$ cat config.mk
export PLATFORM = sky130hd
export DESIGN_NAME = fetch_stage_flat
export DESIGN_NICKNAME = d
export VERILOG_FILES = /design/src/rtl/fetch_stage_pkg.sv /design/src/rtl/fetch_stage_if.sv /design/src/rtl/fetch_stage_if_id_reg.sv /design/src/rtl/fetch_stage.sv /design/src/flat_wrapper.sv
export SDC_FILE = /design/constraint.sdc
export NUM_CORES = 1
export LEC_CHECK = 0
export ABC_CLOCK_PERIOD_IN_PS = 2200
export BUFFER_PORTS_ARGS = -buffer_cell sky130_fd_sc_hd__buf_2
export CAP_MARGIN = 15
export CORE_UTILIZATION = 30
export CTS_CLUSTER_DIAMETER = 80
export CTS_CLUSTER_SIZE = 20
export DETAILED_ROUTE_END_ITERATION = 12
export PLACE_DENSITY = 0.5
export SLEW_MARGIN = 20
export SYNTH_ARGS = -nofsm -noshare
export SYNTH_HDL_FRONTEND = slang
export SYNTH_SLANG_ARGS = --single-unit
$ cat constraint.sdc
create_clock -name clk -period 2.2 [get_ports clk]
set_input_delay 0.11 -clock clk [delete_from_list [all_inputs] [get_ports clk]]
set_output_delay 0.11 -clock clk [all_outputs]
set_load 0.01 [all_outputs]
$ cat src/rtl/fetch_stage_pkg.sv
// Shared types for the RV32I fetch stage: FSM state encoding, NOP encoding
// and the IF/ID payload.
package fetch_stage_pkg;

    localparam int unsigned XLEN = 32;

    localparam logic [XLEN-1:0] INST_NOP = 32'h0000_0013;

    typedef enum logic [1:0] {
        FS_BOOT  = 2'd0,
        FS_FETCH = 2'd1,
        FS_DRAIN = 2'd2,
        FS_HOLD  = 2'd3
    } fetch_state_e;

    typedef struct packed {
        logic            valid;
        logic [XLEN-1:0] pc;
        logic [XLEN-1:0] inst;
    } if_id_t;

endpackage

$ cat src/rtl/fetch_stage_if.sv
// Instruction-memory request/response handshake between the fetch stage
// (master) and instruction memory (slave).
interface fetch_stage_if;

    logic                              imem_req;
    logic [fetch_stage_pkg::XLEN-1:0]  imem_addr;
    logic                              imem_ready;
    logic [fetch_stage_pkg::XLEN-1:0]  imem_rdata;

    modport master (
        output imem_req,
        output imem_addr,
        input  imem_ready,
        input  imem_rdata
    );

    modport slave (
        input  imem_req,
        input  imem_addr,
        output imem_ready,
        output imem_rdata
    );

endinterface

$ cat src/rtl/fetch_stage_if_id_reg.sv
// IF/ID pipeline register {valid, pc, inst}; flush beats load, otherwise
// the contents are held.
module fetch_stage_if_id_reg
    import fetch_stage_pkg::*;
#(
    parameter logic [XLEN-1:0] NOP_INST = INST_NOP
) (
    input  logic            clk,
    input  logic            rst,
    input  logic            load,
    input  logic            flush,
    input  logic [XLEN-1:0] load_pc,
    input  logic [XLEN-1:0] load_inst,
    output if_id_t          q
);

    always_ff @(posedge clk) begin
        if (rst) begin
            q <= '{valid: 1'b0, pc: '0, inst: NOP_INST};
        end else if (flush) begin
            q.valid <= 1'b0;
            q.inst  <= NOP_INST;
        end else if (load) begin
            q <= '{valid: 1'b1, pc: load_pc, inst: load_inst};
        end
    end

endmodule

$ cat src/rtl/fetch_stage.sv
// RV32I fetch stage: PC register, variable-latency imem handshake and IF/ID
// register. Define FETCH_PERF_EN to add fetch/stall performance counters.
module fetch_stage
    import fetch_stage_pkg::*;
#(
    parameter logic [XLEN-1:0] RESET_PC = 32'h0000_0000,
    parameter logic [XLEN-1:0] NOP_INST = INST_NOP
) (
    input  logic               clk,
    input  logic               rst,
    input  logic [XLEN-1:0]    npc,
    input  logic               jump,
    input  logic               stall,
    output logic [XLEN-1:0]    pc,
    fetch_stage_if.master      imem,
    output logic               if_id_valid,
    output logic [XLEN-1:0]    if_id_pc,
    output logic [XLEN-1:0]    if_id_inst,
    output logic               fetch_busy
`ifdef FETCH_PERF_EN
    ,
    output logic [31:0]        perf_fetch_cnt,
    output logic [31:0]        perf_stall_cnt
`endif
);

    fetch_state_e    state;
    logic            req;
    logic [XLEN-1:0] redir_pc;
    logic [XLEN-1:0] buf_pc;
    logic [XLEN-1:0] buf_inst;

    logic            ld_c;
    logic            fl_c;
    logic [XLEN-1:0] ld_pc_c;
    logic [XLEN-1:0] ld_inst_c;
    if_id_t          if_id;

    assign imem.imem_req  = req;
    assign imem.imem_addr = pc;

    // State, PC, redirect target and hold buffer; imem_req/fetch_busy follow the next state
    always_ff @(posedge clk) begin
        if (rst) begin
            state      <= FS_BOOT;
            pc         <= RESET_PC;
            req        <= 1'b0;
            fetch_busy <= 1'b0;
            redir_pc   <= RESET_PC;
            buf_pc     <= RESET_PC;
            buf_inst   <= NOP_INST;
        end else begin
            case (state)
                FS_BOOT: begin
                    state <= FS_FETCH;
                    req   <= 1'b1;
                end
                FS_FETCH: begin
                    if (imem.imem_ready) begin
                        if (jump || !stall) begin
                            pc <= npc;
                        end else begin
                            buf_pc     <= pc;
                            buf_inst   <= imem.imem_rdata;
                            state      <= FS_HOLD;
                            req        <= 1'b0;
                            fetch_busy <= 1'b1;
                        end
                    end else if (jump) begin
                        redir_pc   <= npc;
                        state      <= FS_DRAIN;
                        fetch_busy <= 1'b1;
                    end
                end
                FS_DRAIN: begin
                    if (jump) redir_pc <= npc;
                    if (imem.imem_ready) begin
                        pc         <= jump ? npc : redir_pc;
                        state      <= FS_FETCH;
                        fetch_busy <= 1'b0;
                    end
                end
                FS_HOLD: begin
                    if (jump || !stall) begin
                        pc         <= npc;
                        state      <= FS_FETCH;
                        req        <= 1'b1;
                        fetch_busy <= 1'b0;
                    end
                end
                default: state <= FS_BOOT;
            endcase
        end
    end

    // IF/ID load/flush decode; jump outranks stall
    always_comb begin
        ld_c      = 1'b0;
        fl_c      = 1'b0;
        ld_pc_c   = pc;
        ld_inst_c = imem.imem_rdata;
        case (state)
            FS_FETCH: begin
                if (jump) begin
                    fl_c = 1'b1;
                end else if (!stall) begin
                    if (imem.imem_ready) ld_c = 1'b1;
                    else                 fl_c = 1'b1;
                end
            end
            FS_DRAIN: fl_c = 1'b1;
            FS_HOLD: begin
                if (jump) begin
                    fl_c = 1'b1;
                end else if (!stall) begin
                    ld_c      = 1'b1;
                    ld_pc_c   = buf_pc;
                    ld_inst_c = buf_inst;
                end
            end
            default: ;
        endcase
    end

    fetch_stage_if_id_reg #(.NOP_INST(NOP_INST)) u_if_id (
        .clk       (clk),
        .rst       (rst),
        .load      (ld_c),
        .flush     (fl_c),
        .load_pc   (ld_pc_c),
        .load_inst (ld_inst_c),
        .q         (if_id)
    );

    assign if_id_valid = if_id.valid;
    assign if_id_pc    = if_id.pc;
    assign if_id_inst  = if_id.inst;

`ifdef FETCH_PERF_EN
    always_ff @(posedge clk) begin
        if (rst) begin
            perf_fetch_cnt <= 32'd0;
            perf_stall_cnt <= 32'd0;
        end else begin
            if (ld_c) perf_fetch_cnt <= perf_fetch_cnt + 32'd1;
            if (state == FS_HOLD || (state == FS_FETCH && stall))
                perf_stall_cnt <= perf_stall_cnt + 32'd1;
        end
    end
`endif

endmodule

$ cat src/flat_wrapper.sv
// flat-port wrapper written by rule: the top's interface ports become plain ports
module fetch_stage_flat import fetch_stage_pkg::*;
#(
    parameter logic [XLEN-1:0] RESET_PC = 32'h0000_0000,
    parameter logic [XLEN-1:0] NOP_INST = INST_NOP
)
  (clk, rst, npc, jump, stall, pc, if_id_valid, if_id_pc, if_id_inst, fetch_busy, imem_imem_req, imem_imem_addr, imem_imem_ready, imem_imem_rdata);
  fetch_stage_if imem_i ();
  input  logic clk;
  input  logic rst;
  input  logic [XLEN-1:0] npc;
  input  logic jump;
  input  logic stall;
  output logic [XLEN-1:0] pc;
  output logic if_id_valid;
  output logic [XLEN-1:0] if_id_pc;
  output logic [XLEN-1:0] if_id_inst;
  output logic fetch_busy;
  output wire logic [$bits(imem_i.imem_req)-1:0] imem_imem_req;
  output wire logic [$bits(imem_i.imem_addr)-1:0] imem_imem_addr;
  input wire logic [$bits(imem_i.imem_ready)-1:0] imem_imem_ready;
  input wire logic [$bits(imem_i.imem_rdata)-1:0] imem_imem_rdata;
  assign imem_imem_req = imem_i.imem_req;
  assign imem_imem_addr = imem_i.imem_addr;
  assign imem_i.imem_ready = imem_imem_ready;
  assign imem_i.imem_rdata = imem_imem_rdata;
  fetch_stage #(.RESET_PC(RESET_PC), .NOP_INST(NOP_INST)) u_core (.clk(clk), .rst(rst), .npc(npc), .jump(jump), .stall(stall), .pc(pc), .imem(imem_i), .if_id_valid(if_id_valid), .if_id_pc(if_id_pc), .if_id_inst(if_id_inst), .fetch_busy(fetch_busy));
endmodule
==> flow_metrics.py, run 1 <==
metrics = {
    "timing": {
        "finalSetupTns_ns": 0,
        "relSlewSlack_pct": 49.35,
        "hold_violations": 0,
        "setup-violations-final": 0,
        "clock-skew-final_ns": 0.01497,
        "fmax_mhz": 559.9,
        "worstMarginPinSlew_ns": 0.7597,
        "period_needed_ns": 1.786,
        "grt_setup_unrepaired": "false",
        "finalCritPeriodShare_pct": 81.18,
        "slew_violations": 0,
    },
    "global_routing": {
        "grt-ovfl-total": 0,
        "antenna_found_initial": 0,
        "grt_pass1_vias": 6861,
        "grt_use_total_pct": 16.29,
        "grt_start_max_net_pins": 90,
        "grt_pass1_wl_mm": 36.95,
    },
    "route": {
        "first_iter_violations": 430,
        "vias_per_cell": 4.685,
        "ant_nets": 0,
        "vias": 7365,
        "first_pass_iters": 4,
        "drt-total-wl_mm": 23.15,
        "drc": 0,
        "wl_per_cell_um": 14.73,
    },
    "min_path": {
        "min_from": "rst",
        "hold_end": "u_core.buf_inst[3]",
        "hp-class": "in -> reg",
        "hold_depth": 2,
    },
    "clock_network": {
        "clock_latency_ns": 0.43,
        "htreeDepth": 4,
        "cts.sinks": 197,
        "tritoncts": "done",
        "cts_buffers": 17,
        "clockRootBuffer": "clkbuf_16",
        "ctsLongestPathBuffers": 2,
        "clkTransAtPathRegs_ns": 0.07,
    },
    "critical_path": {
        "r2r_start": "u_core.state[0]",
        "arrival_ns": 2.12,
        "rrSetupSlack_ns": 0.41,
        "rr_endpoint": "u_core.imem.imem_addr[31]",
        "critPathKind": "reg -> reg",
        "cp_cell_sequence": "inv_1 -> o31ai_4 -> buf_4 -> nor2_1 -> a311oi_1",
        "critical-path-max-stage-delay_ns": 0.54,
        "crit_required_ns": 2.53,
        "crit_path_end_kind": "register",
        "reg2reg_depth": 5,
        "worstSetupStartpointType": "register",
        "cp_slowest_cell": "dfxtp_1",
        "cp_max_fo": 24,
    },
    "placement": {
        "place.gp.congestion": 0.7577,
        "placement.io_buffers": 199,
        "place_hpwl_mm": 15.02,
    },
    "synth": {
        "ys_ff_latch": 197,
        "syn_inst": 1025,
        "syn-cell-area_um2": 8309,
        "avgSynthCellArea_um2": 8.107,
        "ys.warnings.count": 0,
        "yosysUniqueCellTypes": 30,
        "syn-num-nets": 1094,
        "yosysSeqAreaShare_pct": 47.46,
    },
    "finish": {
        "postLayoutCoreUtil_pct": 39.52,
        "drive_gt1_share_pct": 23.96,
        "area_delta_synth_final_pct": 28.53,
        "mostFrequentLayoutCells": "nand2_1, buf_2, dfxtp_1",
        "layout_commonest_cell": "nand2_1",
        "diodes": 0,
        "finalNetCount": 1287,
    },
    "floorplan": {
        "ioPinCount": 200,
        "die_h_um": 168.4,
        "start_util_pct": 30.75,
        "coreArea_um2": 27030,
        "rows": 60,
        "die_width_um": 168.4,
        "fp.dieArea_um2": 28370,
    },
    "power": {
        "ir_drop_v": 0.0003765,
        "power_density_nw_per_um2": 739.2,
        "power.leakage_nw": 4.138,
    },
    "flow_run": {
        "max-cap-violations": 0,
    },
    "run_status": {
        "status": "finished clean",
    },
}
-- per-layer routing --
metal	track usage (%)	vias up	routed length, um
li1	-	3814	-
met1	21.80	3377	11320
met2	26.84	161	10740
met3	3.079	13	856
met4	4.150	0	233
met5	0	-	0
-- power breakdown --
group	switching, mW	total (mW)	internal (mW)
sequential	0.124	3.82	3.69
combinational	0.557	0.985	0.428
clock	1.57	3.09	1.53
total	2.25	7.89	5.65
-- synth_stat cells, drive strengths merged --
library cell	number	share of area (%)
buf	65	5.4
dfxtp	197	47
a21oi	95	5.7
o21ai	38	2.3
a221o	3	0.36
a211oi	34	3.1
a22oi	31	2.8
nor3b	2	0.32
nor3	1	0.060
o21a	1	0.090
a311oi	32	5.5
inv	1	0.045
mux2i	32	3.9
nand2b	2	0.15
o31ai	1	0.26
nand2	323	15
nor2b	5	0.38
nor2	102	4.6
clkbuf	51	2.3
and3	1	0.075
nand3b	5	0.45
a22o	1	0.11
a21o	1	0.090
nand3	1	0.060
-- sequential cells by signal, indices dropped and copies added (netlist names) --
| name | flops |
|---|---|
| u_core.imem.imem_addr | 32 |
| u_core.fetch_busy | 1 |
| u_core.u_if_id.q | 65 |
| u_core.state | 2 |
| u_core.redir_pc | 32 |
| u_core.buf_pc | 32 |
| u_core.buf_inst | 32 |
| u_core.imem.imem_req | 1 |
-- logic make-up (layout without fill, tap and decap cells) --
| kind of cell | Yosys count | in the layout | synth area share [%] |
|---|---|---|---|
| flip-flops | 197 | 197 | 47.46 |
| AND/OR/NAND/NOR | 442 | 442 | 20.69 |
| multiplexers | 32 | 32 | 3.855 |
| AO/OA/AOI/OAI | 237 | 237 | 20.27 |
| buffers and inverters | 117 | 323 | 7.725 |
-- repair_timing --
item / in CTS / in global routing
hold endpoints to repair: 95 / 0
resized for setup: 0 / 0
hold buffers: 64 / 0
buffers inserted: 0 / 0
-- through the flow --
step	cell area [um^2]	hold WS, ns	setup WS (ns)	power, mW	std cells
floorplan	8309	0.2343	0.7088	4.487	1025
global placement	9453	0.3364	0.4195	4.802	1476
detailed placement	9453	0.3450	0.3757	4.810	1476
CTS	10680	0.04315	0.3834	8.031	1572
global route	10680	0.06347	0.1684	8.275	1572
finish	10680	0.05961	0.4140	7.895	1572
-- cell type report --
cell class	count	area (um^2)
Clock buffer	18	429.2
Tap cell	341	426.7
Clock inverter	14	157.7
Multi-Input combinational cell	711	3770
Inverter	1	3.754
Sequential cell	197	3948
Timing Repair Buffer	290	1946
Fill cell	2809	16350
-- worst max-delay path, delay by kind of cell (launching register included) --
family                 cells  cell delay [ns]
flip-flops                 1             0.54
AO/OA/AOI/OAI              2             0.58
buffers and inverters      2             0.49
AND/OR/NAND/NOR            1             0.07
-- how the worst max path moves through the flow --
stage                          from                   endpoint  cells after the start
floorplan           u_core.state[1]  u_core.imem.imem_addr[12]                      6
global placement               jump          u_core.buf_pc[18]                      6
detailed placement             jump        u_core.buf_inst[19]                      6
CTS                 u_core.state[0]  u_core.imem.imem_addr[31]                      5
global route        u_core.state[0]  u_core.imem.imem_addr[31]                      5
finish              u_core.state[0]  u_core.imem.imem_addr[31]                      5
Note: power is estimated with default switching activity, not from simulation.
==> inputs of run 2 (changes only) <==
--- a/config.mk
+++ b/config.mk
@@ -5,14 +5,15 @@
 export SDC_FILE = /design/constraint.sdc
 export NUM_CORES = 1
 export LEC_CHECK = 0
-export ABC_CLOCK_PERIOD_IN_PS = 2200
+export ABC_AREA = 1
+export ABC_CLOCK_PERIOD_IN_PS = 1500
 export BUFFER_PORTS_ARGS = -buffer_cell sky130_fd_sc_hd__buf_2
 export CAP_MARGIN = 15
 export CORE_UTILIZATION = 30
 export CTS_CLUSTER_DIAMETER = 80
 export CTS_CLUSTER_SIZE = 20
 export DETAILED_ROUTE_END_ITERATION = 12
-export PLACE_DENSITY = 0.5
+export PLACE_DENSITY = 0.51
 export SLEW_MARGIN = 20
 export SYNTH_ARGS = -nofsm -noshare
 export SYNTH_HDL_FRONTEND = slang
==> constraint.sdc (replaced) <==
create_clock -name clk -period 1.5 [get_ports clk]
set_input_delay 0.075 -clock clk [delete_from_list [all_inputs] [get_ports clk]]
set_output_delay 0.075 -clock clk [all_outputs]
set_load 0.01 [all_outputs]
==> run 2 against run 1 <==
Via count rose by 16%. Die area up 9.8%. Setup slack worse by 0.37 ns. First-iteration DRC count increased by 9.5%.
==> flow_metrics.py, run 2 <==
metrics = {
    "critical_path": {
        "cp_cell_sequence": "buf_12 -> inv_2 -> nor2_4 -> nand2_2 -> nor2_4 -> buf_6 -> clkbuf_16 -> a21oi_1",
        "cp_slowest_cell": "dfxtp_2",
        "worstSetupStartpointType": "register",
        "path_buf_inv": 4,
        "path_depth": 8,
        "cpLargestDelayFamily": "buffers and inverters",
        "critPathKind": "reg -> reg",
        "arrival_ns": 1.78,
        "crit_required_ns": 1.83,
        "cp_max_fo": 7,
        "crit_path_end_kind": "register",
        "reg2reg_depth": 8,
        "critical-path-max-stage-delay_ns": 0.35,
        "crit_top_cell": "nor2_4",
    },
    "finish": {
        "layout_commonest_cell": "nand2_1",
        "largest_reg_flops": 65,
        "drive_gt1_share_pct": 20.59,
        "mostFrequentLayoutCells": "nand2_1, nor2_1, buf_2",
        "top_register": "u_core.u_if_id.q",
        "area_delta_synth_final_pct": 25.35,
        "finalNetCount": 1576,
    },
    "clock_network": {
        "htreeDepth": 4,
        "clock_latency_ns": 0.45,
        "clockRootBuffer": "clkbuf_16",
        "tritoncts": "done",
        "cts.sinks": 197,
        "cts_buffers": 17,
        "clkTransAtPathRegs_ns": 0.08,
        "ctsLongestPathBuffers": 2,
    },
    "synth": {
        "ys_ff_latch": 197,
        "synth_most_common_cell": "nand2_1",
        "syn_inst": 1332,
        "syn-cell-area_um2": 9136,
        "synthFlopType": "dfxtp_1",
        "yosysUniqueCellTypes": 30,
        "synth_edf_count": 0,
        "synth_top_area_cell": "dfxtp_1",
        "avgSynthCellArea_um2": 6.859,
        "yosysTopAreaCellShare_pct": 43.17,
        "ys.warnings.count": 0,
        "async_flop_share_pct": 0,
        "yosys-top-cells-area": "dfxtp_1, nand2_1, o21ai_0, nor2_1, inv_1",
        "synth_common_cells": "nand2_1, nor2_1, dfxtp_1",
        "yosysSeqAreaShare_pct": 43.17,
        "syn-num-nets": 1401,
    },
    "power": {
        "ir_drop_v": 0.0008311,
        "power_density_nw_per_um2": 1159,
        "total_power_mw": 13.27,
        "power.leakage_nw": 5.478,
    },
    "floorplan": {
        "ioPinCount": 200,
        "die_h_um": 176.5,
        "coreArea_um2": 29800,
        "die_width_um": 176.5,
        "start_util_pct": 30.66,
        "rows": 63,
        "fp.dieArea_um2": 31160,
    },
    "placement": {
        "place.gp.congestion": 0.7763,
        "placement.io_buffers": 199,
        "place_hpwl_mm": 16.91,
    },
    "timing": {
        "slew_violations": 0,
        "finalSetupTns_ns": 0,
        "finalCritPeriodShare_pct": 96.83,
        "setup-violations-final": 0,
        "worstMarginPinSlew_ns": 0.3896,
        "hold_violations": 0,
        "fmax_mhz": 688.5,
        "clock-skew-final_ns": 0.01335,
        "period_needed_ns": 1.452,
        "relSlewSlack_pct": 73.75,
        "grt_setup_unrepaired": "true",
    },
    "route": {
        "drt-total-wl_mm": 26.20,
        "drc": 0,
        "wl_met3_mm": 1.143,
        "wl_per_cell_um": 13.71,
        "routed.top_layer": "met4",
        "first_iter_violations": 471,
        "vias": 8573,
        "vias_per_cell": 4.486,
        "routedLengthMet1_mm": 13.68,
        "ant_nets": 0,
        "wl_met2_mm": 11.05,
        "first_pass_iters": 5,
    },
    "min_path": {
        "hp-class": "in -> reg",
        "hold_depth": 5,
    },
    "run_status": {
        "status": "finished clean",
    },
    "global_routing": {
        "grt_pass1_vias": 7778,
        "grt_use_total_pct": 16.75,
        "antenna_found_initial": 1,
        "grt-ovfl-total": 0,
        "grt_pass1_wl_mm": 41.37,
        "grt_start_max_net_pins": 65,
    },
    "flow_run": {
        "max-cap-violations": 0,
    },
}
[run 2: cell families after synthesis]
| logic type | share of synthesized area [%] |
|---|---|
| and+or+nand+nor | 22.06 |
| AOI/OAI and AO/OA | 20.42 |
| DFF | 43.17 |
| buffers and inverters | 14.35 |
[run 2: stage by stage]
stage / area (um^2) / std cells / setup slack (ns) / hold slack, ns / utilization [%]
after detailed placement: 10370 / 1837 / -0.08525 / 0.3652 / 34.81
final: 11450 / 1911 / 0.04752 / 0.03518 / 38.44
after CTS: 11310 / 1905 / 0.03068 / 0.01095 / 37.97
after global placement: 10370 / 1837 / -0.05212 / 0.3543 / 34.81
after global routing: 11450 / 1911 / -0.07069 / 0.04133 / 38.44
after floorplan: 9136 / 1332 / 0.1944 / 0.2088 / -
[run 2: worst min-delay path, delay by kind of cell]
kind | cells | cell delay (ns)
buffers and inverters | 2 | 0.16
AOI/OAI and AO/OA | 1 | 0.07
and+or+nand+nor | 2 | 0.14
[run 2: final timing paths]
check	start	end	slack, ns
hold reg to reg	u_core.buf_pc[18]	u_core.buf_pc[18]	0.45
hold / removal	npc[12]	u_core.imem.imem_addr[12]	0.04
setup / recovery	u_core.state[0]	u_core.buf_pc[31]	0.05
setup reg to reg	u_core.state[0]	u_core.buf_pc[31]	0.05
[run 2: timing repair]
item,4_1_cts,5_1_grt
gates resized for setup,3,28
buffers inserted,3,2
endpoints found under the hold margin,64,0
endpoints found under the setup margin,37,71
gates cloned,0,3
hold buffers,33,0
pin swaps,1,2
[run 2: power breakdown]
| group | switching [mW] | internal [mW] |
|---|---|---|
| sequential | 0.312 | 5.62 |
| clock | 2.25 | 2.40 |
| combinational | 1.60 | 1.08 |
| total | 4.17 | 9.11 |
[run 2: layout make-up]
class,instances,area (um^2)
Tap cell,390,488.0
Clock inverter,13,136.4
Fill cell,3238,18340
Timing Repair Buffer,280,1944
Multi-Input combinational cell,859,3914
Sequential cell,197,3946
Antenna cell,1,2.502
Inverter,152,578.1
Clock buffer,19,442.9
[run 2: routing by layer]
| layer | vias to the layer above | global-route usage (%) |
|---|---|---|
| li1 | 4528 | - |
| met1 | 3831 | 24.55 |
| met2 | 192 | 24.64 |
| met3 | 22 | 2.864 |
| met4 | 0 | 5.244 |
| met5 | - | 0 |
